===== src/rtl/rggen_rtl_pkg.sv =====
// rggen_rtl_pkg
// Types and constants shared by the register access controller and its helpers.
//   rggen_access_t : bus access type carried on the 2-bit access fields
//   rggen_status_t : bus response status carried on the 2-bit status fields
//   rggen_state_t  : access controller FSM states
package rggen_rtl_pkg;

    typedef enum logic [1:0] {
        RGGEN_READ  = 2'b00,
        RGGEN_WRITE = 2'b01
    } rggen_access_t;

    typedef enum logic [1:0] {
        RGGEN_OKAY   = 2'b00,
        RGGEN_EXOKAY = 2'b01,
        RGGEN_SLVERR = 2'b10,
        RGGEN_DECERR = 2'b11
    } rggen_status_t;

    typedef enum logic [1:0] {
        STATE_IDLE    = 2'b00,
        STATE_BUSY    = 2'b01,
        STATE_RESPOND = 2'b10
    } rggen_state_t;

    // Width of the BUSY-cycle counter: enough to hold TIMEOUT_CYCLES, never zero.
    function automatic int timeout_counter_width(input int timeout_cycles);
        int w;
        w = (timeout_cycles > 0) ? $clog2(timeout_cycles + 1) : 1;
        return (w < 1) ? 1 : w;
    endfunction

endpackage


===== src/rtl/rggen_or_reducer.sv =====
// rggen_or_reducer
// Masked OR-reduction of N packed WIDTH-bit lanes: lanes whose mask bit is
// clear contribute zero, the remaining lanes are ORed together.
//   i_data   : N lanes, lane k at [WIDTH*k +: WIDTH]
//   i_mask   : per-lane enable
//   o_result : OR of the enabled lanes
module rggen_or_reducer #(
    parameter int WIDTH = 32,
    parameter int N     = 1
) (
    input  logic [WIDTH*N-1:0] i_data,
    input  logic [N-1:0]       i_mask,
    output logic [WIDTH-1:0]   o_result
);

    logic [WIDTH-1:0] masked [N];

    for (genvar gi = 0; gi < N; gi++) begin : g_mask
        assign masked[gi] = i_mask[gi] ? i_data[WIDTH*gi +: WIDTH] : '0;
    end

    always_comb begin
        o_result = '0;
        for (int i = 0; i < N; i++) begin
            o_result = o_result | masked[i];
        end
    end

endmodule


===== src/rtl/rggen_register_access_controller.sv =====
// rggen_register_access_controller
// Accepts one host request at a time, broadcasts it to every register block,
// merges their responses and returns one response to the host. Unmapped
// accesses and (optionally) stalled accesses are terminated with an error so
// the host is never left waiting.
//   i_clk / i_rst            : clock, asynchronous active-high reset
//   i_bus_*  / o_bus_*       : host-side request and response handshakes
//   o_register_*             : latched request broadcast to all register blocks
//   i_register_*             : per-register match, completion, status, read data
module rggen_register_access_controller
    import rggen_rtl_pkg::*;
#(
    parameter int ADDRESS_WIDTH     = 8,
    parameter int BUS_WIDTH         = 32,
    parameter int REGISTERS         = 1,
    parameter int TIMEOUT_CYCLES    = 0,
    parameter int ERROR_ON_UNMAPPED = 1
) (
    input  logic                           i_clk,
    input  logic                           i_rst,
    input  logic                           i_bus_valid,
    output logic                           o_bus_ready,
    input  logic [1:0]                     i_bus_access,
    input  logic [ADDRESS_WIDTH-1:0]       i_bus_address,
    input  logic [BUS_WIDTH-1:0]           i_bus_write_data,
    input  logic [BUS_WIDTH-1:0]           i_bus_strobe,
    output logic                           o_bus_response_valid,
    input  logic                           i_bus_response_ready,
    output logic [1:0]                     o_bus_status,
    output logic [BUS_WIDTH-1:0]           o_bus_read_data,
    output logic                           o_register_valid,
    output logic [1:0]                     o_register_access,
    output logic [ADDRESS_WIDTH-1:0]       o_register_address,
    output logic [BUS_WIDTH-1:0]           o_register_write_data,
    output logic [BUS_WIDTH-1:0]           o_register_strobe,
    input  logic [REGISTERS-1:0]           i_register_active,
    input  logic [REGISTERS-1:0]           i_register_ready,
    input  logic [2*REGISTERS-1:0]         i_register_status,
    input  logic [BUS_WIDTH*REGISTERS-1:0] i_register_read_data
);

    localparam int COUNT_WIDTH = timeout_counter_width(TIMEOUT_CYCLES);

    rggen_state_t             state_reg, state_next;
    logic [COUNT_WIDTH-1:0]   count_reg, count_next;
    logic [1:0]               status_reg, status_next;
    logic [BUS_WIDTH-1:0]     read_data_reg, read_data_next;
    logic [1:0]               access_reg;
    logic [ADDRESS_WIDTH-1:0] address_reg;
    logic [BUS_WIDTH-1:0]     write_data_reg;
    logic [BUS_WIDTH-1:0]     strobe_reg;
    logic                     latch_request;

    logic [REGISTERS-1:0]     hit;
    logic [BUS_WIDTH-1:0]     merged_read_data;
    logic [1:0]               merged_status;
    logic                     timeout_hit;

    // Only registers that both matched and completed this cycle contribute.
    assign hit = i_register_active & i_register_ready;

    rggen_or_reducer #(
        .WIDTH (BUS_WIDTH),
        .N     (REGISTERS)
    ) u_read_data_reducer (
        .i_data   (i_register_read_data),
        .i_mask   (hit),
        .o_result (merged_read_data)
    );

    rggen_or_reducer #(
        .WIDTH (2),
        .N     (REGISTERS)
    ) u_status_reducer (
        .i_data   (i_register_status),
        .i_mask   (hit),
        .o_result (merged_status)
    );

    // The counter holds the number of BUSY cycles already elapsed, so the
    // final allowed BUSY cycle is the one where it equals TIMEOUT_CYCLES-1.
    assign timeout_hit = (TIMEOUT_CYCLES > 0) &&
                         (int'(count_reg) == (TIMEOUT_CYCLES - 1));

    always_comb begin
        state_next     = state_reg;
        count_next     = count_reg;
        status_next    = status_reg;
        read_data_next = read_data_reg;
        latch_request  = 1'b0;
        case (state_reg)
            STATE_IDLE: begin
                if (i_bus_valid) begin
                    latch_request = 1'b1;
                    state_next    = STATE_BUSY;
                end
            end
            STATE_BUSY: begin
                if (count_reg != '1) begin
                    count_next = count_reg + 1'b1;
                end
                // Completion is checked first so a ready arriving on the
                // timeout cycle still returns the register's own response.
                if (|hit) begin
                    status_next    = merged_status;
                    read_data_next = (access_reg == RGGEN_READ) ? merged_read_data : '0;
                    state_next     = STATE_RESPOND;
                end else if (!(|i_register_active)) begin
                    status_next    = (ERROR_ON_UNMAPPED != 0) ? RGGEN_DECERR : RGGEN_OKAY;
                    read_data_next = '0;
                    state_next     = STATE_RESPOND;
                end else if (timeout_hit) begin
                    status_next    = RGGEN_SLVERR;
                    read_data_next = '0;
                    state_next     = STATE_RESPOND;
                end
            end
            STATE_RESPOND: begin
                if (i_bus_response_ready) begin
                    count_next = '0;
                    state_next = STATE_IDLE;
                end
            end
            default: begin
                state_next = STATE_IDLE;
            end
        endcase
    end

    always_ff @(posedge i_clk or posedge i_rst) begin
        if (i_rst) begin
            state_reg     <= STATE_IDLE;
            count_reg     <= '0;
            status_reg    <= '0;
            read_data_reg <= '0;
        end else begin
            state_reg     <= state_next;
            count_reg     <= count_next;
            status_reg    <= status_next;
            read_data_reg <= read_data_next;
        end
    end

    always_ff @(posedge i_clk or posedge i_rst) begin
        if (i_rst) begin
            access_reg     <= '0;
            address_reg    <= '0;
            write_data_reg <= '0;
            strobe_reg     <= '0;
        end else if (latch_request) begin
            access_reg     <= i_bus_access;
            address_reg    <= i_bus_address;
            write_data_reg <= i_bus_write_data;
            strobe_reg     <= i_bus_strobe;
        end
    end

    assign o_bus_ready           = (state_reg == STATE_IDLE);
    assign o_register_valid      = (state_reg == STATE_BUSY);
    assign o_bus_response_valid  = (state_reg == STATE_RESPOND);
    assign o_bus_status          = status_reg;
    assign o_bus_read_data       = read_data_reg;
    assign o_register_access     = access_reg;
    assign o_register_address    = address_reg;
    assign o_register_write_data = write_data_reg;
    assign o_register_strobe     = strobe_reg;

endmodule


===== config.mk =====
export PLATFORM = sky130hd
export DESIGN_NAME = rggen_register_access_controller
export DESIGN_NICKNAME = d
export VERILOG_FILES = /design/src/rtl/rggen_rtl_pkg.sv /design/src/rtl/rggen_or_reducer.sv /design/src/rtl/rggen_register_access_controller.sv
export SDC_FILE = /design/constraint.sdc
export NUM_CORES = 1
export LEC_CHECK = 0
export BUFFER_PORTS_ARGS = -buffer_cell sky130_fd_sc_hd__buf_2
export CORE_AREA = 2 2 98 100
export DETAILED_ROUTE_END_ITERATION = 7
export DIE_AREA = 0 0 100 102
export HOLD_SLACK_MARGIN = 0.05
export PLACE_DENSITY = 0.83
export SYNTH_ARGS = -nofsm -noshare
export SYNTH_HDL_FRONTEND = slang
export SYNTH_SLANG_ARGS = --single-unit

===== constraint.sdc =====
create_clock -name i_clk -period 7 [get_ports i_clk]
set_clock_uncertainty 0.1 [all_clocks]
set_input_delay 1.4 -clock i_clk [delete_from_list [all_inputs] [get_ports i_clk]]
set_output_delay 1.4 -clock i_clk [all_outputs]
set_load 0.03 [all_outputs]

==> results.md <==
- Status: complete, no violations
- Crit path max fanout: 57
- Worst-path clk slew: around 100 ps
- Most common cell after layout, fill and taps aside: buf_2
- DPL Wire Length: between 7000 and 8000 µm
- Worst Path Class, Setup: primary input to flop
- Commonest non-fill, non-tap cells in the layout: 224 x buf_2, 110 x dfrtp_1, 49 x mux2_4, 32 x a22o_1, 25 x mux2_2
- DIE AREA: about 0.01 mm²
- Largest cells by area after synthesis: dfrtp_1 64%, mux2_4 17%, mux2_2 6.5%, a22o_1 6.5%, buf_12 2.3%
- Combinational cell fraction of total power: between 40% and 50%
- Worst Tran Pin Value: 1020 ps
- Final ANT Viol Nets: 0
- Worst Setup SP: i_bus_valid
- Cell leakage power: between 3 and 4 nW
- Final setup violation count: 0
- P_int: around 1.7 mW
- Clock latency at the later pin of the worst-skew pair: between 300 and 400 ps
- Drt total wl: slightly below 10000 µm
- DRC viols: 0
- Drt pass-1 iters: 4
- Clock root buffer: clkbuf_8
- Synthesized instance count: between 200 and 250
- Resize count post-CTS: 0
- Worst r2r src: state_reg[0]
- Top cell type by total area after synthesis: dfrtp_1
- Maximum Capacitance Violations: 0
- Placed cell areas: ~0.0055 mm²
- Synth Area per Inst: between 15 and 20 µm²
- Critical path data required time: about 7000 ps
- Final Hold Vio Count: 0
- # hold bufs at CTS: 0
- Yosys reg bits: 110
- Syn-to-layout area delta: 31.2%
- Sequential Power Share: between 30% and 40%
- Row cnt: 35
- Largest net degree at the start of global routing: 65
- First-pass GRT wire length: around 15000 µm
- IO Count: around 230
- Max Transition Viols Final: 0
- Die Y: between 100 and 150 µm
- Clock Sinks: 110
- Startpoint Class: primary input
- Final instance area: between 0.005 and 0.006 mm²
- Critical path data arrival time: 3060 ps
- Fraction of layout cells with a size suffix above 1: between 60% and 70%
- Ant diodes: 0
- IO buf count: 224
- DR iter-0 viols: between 80 and 90
- Tcrit/Tclk final: about two fifths
- Total global-route track usage: 18.3%
- Setup TNS: 0 ps
- Postcts setup bufs: 0
- Min cycle time layout: 2930 ps
- Fmax: about 340 MHz
- Cell area after synthesis: between 0.004 and 0.005 mm²
- Die width: ~100 µm
- HP Class: flop to flop
- Post-synth cell types: 21
- Mapped Nets: around 360
- CTS tree: done
- GR Overflow Total: 0
- Via density: 4.94
- Initial antenna violation count: 0
- Vias: 2907
- Clock share of power: 14.5%
- VDD IR max: between 200 and 300 µV
- Clock tree buffer depth: 2
- Slew headroom: 31.9%
- Layout net count: ~590
- Synth top area share: between 60% and 70%
- Placeable Area: between 0.009 and 0.01 mm²
- Sw frac: between 40% and 50%
- Synth Warn #: 0
- Sequential area share after synthesis: 63.5%
- Power density over the cells: 518 mW/mm²
- Sw Pwr: between 1 and 1.5 mW
- Global placement routability congestion: 0.782
- Num CTS Buffers: 9
- Hold Startpoint: o_bus_read_data[14]
- Vias in the first global route: between 2000 and 3000
- H-tree Lvls: 3
- Setup repair after global routing missed its margin: no
- Critical path capture point type: flop
- Wirelength per Cell: roughly 17 µm
- Initial cell density of the core: a little under half
-- critical path, cell delays in order --
cell    delay [ps]
buf_2           80
and2_4         330
buf_4          750
mux2_2         420
-- Yosys cell counts --
master	count
inv_1	3
a21o_1	1
buf_8	1
o21bai_1	1
mux2_2	25
o21ai_0	1
buf_4	1
a22o_1	32
nor2_1	1
nand2b_4	1
dfrtp_1	110
buf_2	7
nor3b_1	1
o31a_1	1
nand2b_1	2
and2_4	1
nor4_4	1
nand2_1	2
buf_12	5
mux2_4	49
a21oi_1	2
-- worst paths after layout --
kind | endpoint | slack [ps] | depth (start not counted)
setup / recovery | o_register_strobe[22] | 4070 | 4
hold / removal | o_bus_read_data[14] | 400 | 1
setup reg to reg | o_register_strobe[22] | 4540 | 4
hold reg to reg | o_bus_read_data[14] | 400 | 1
max in group asynchronous | o_register_strobe[22] | 4590 | 3
min in group asynchronous | o_register_write_data[18] | 1000 | 2
-- cells by family after synthesis --
| logic type | count (synthesis) | share of synthesized area (%) |
|---|---|---|
| buffers and inverters | 17 | 3.90 |
| muxes | 74 | 23.5 |
| and+or+nand+nor | 9 | 1.73 |
| DFF | 110 | 63.5 |
| AOI/OAI and AO/OA | 38 | 7.36 |
-- final cells by class --
type / count / area (µm²)
fill: 729 / 3420
sequential: 110 / 2750
multi-input combinational: 121 / 1410
timing repair buffer: 227 / 1140
tap: 111 / 139
clock buffer: 9 / 124
clock inverter: 7 / 103
inverter: 3 / 13.8
-- layer usage --
metal / vias up / global-route usage [%] / part of all wire (%)
li1: 1343 / - / -
met1: 1411 / 23.7 / 42
met2: 143 / 31.2 / 50
met3: 10 / 3.35 / 6.5
met4: 0 / 6.53 / 1.2
met5: - / 0 / 0
-- per-stage QoR --
| stage | cells | setup slack [ps] | util (%) | power [mW] | hold WS [ps] |
|---|---|---|---|---|---|
| floorplan | 248 | 2600 | - | 2.16 | 456 |
| global placement | 572 | 3750 | 59.9 | 2.50 | 377 |
| detailed placement | 572 | 3680 | 59.9 | 2.54 | 378 |
| CTS | 588 | 4070 | 62.4 | 2.98 | 409 |
| global route | 588 | 4010 | 62.4 | 3.09 | 416 |
| finish | 588 | 4070 | 62.4 | 2.95 | 402 |
-- power by group through the flow --
stage	clock network (mW)	registers, mW	logic, mW
after global routing	0.461	1.10	1.52
final	0.426	1.07	1.45
after floorplan	0	1.61	0.547
after CTS	0.443	1.07	1.47
after detailed placement	0	1.08	1.47
after global placement	0	1.07	1.44
Note: power is estimated with default switching activity, not from simulation.
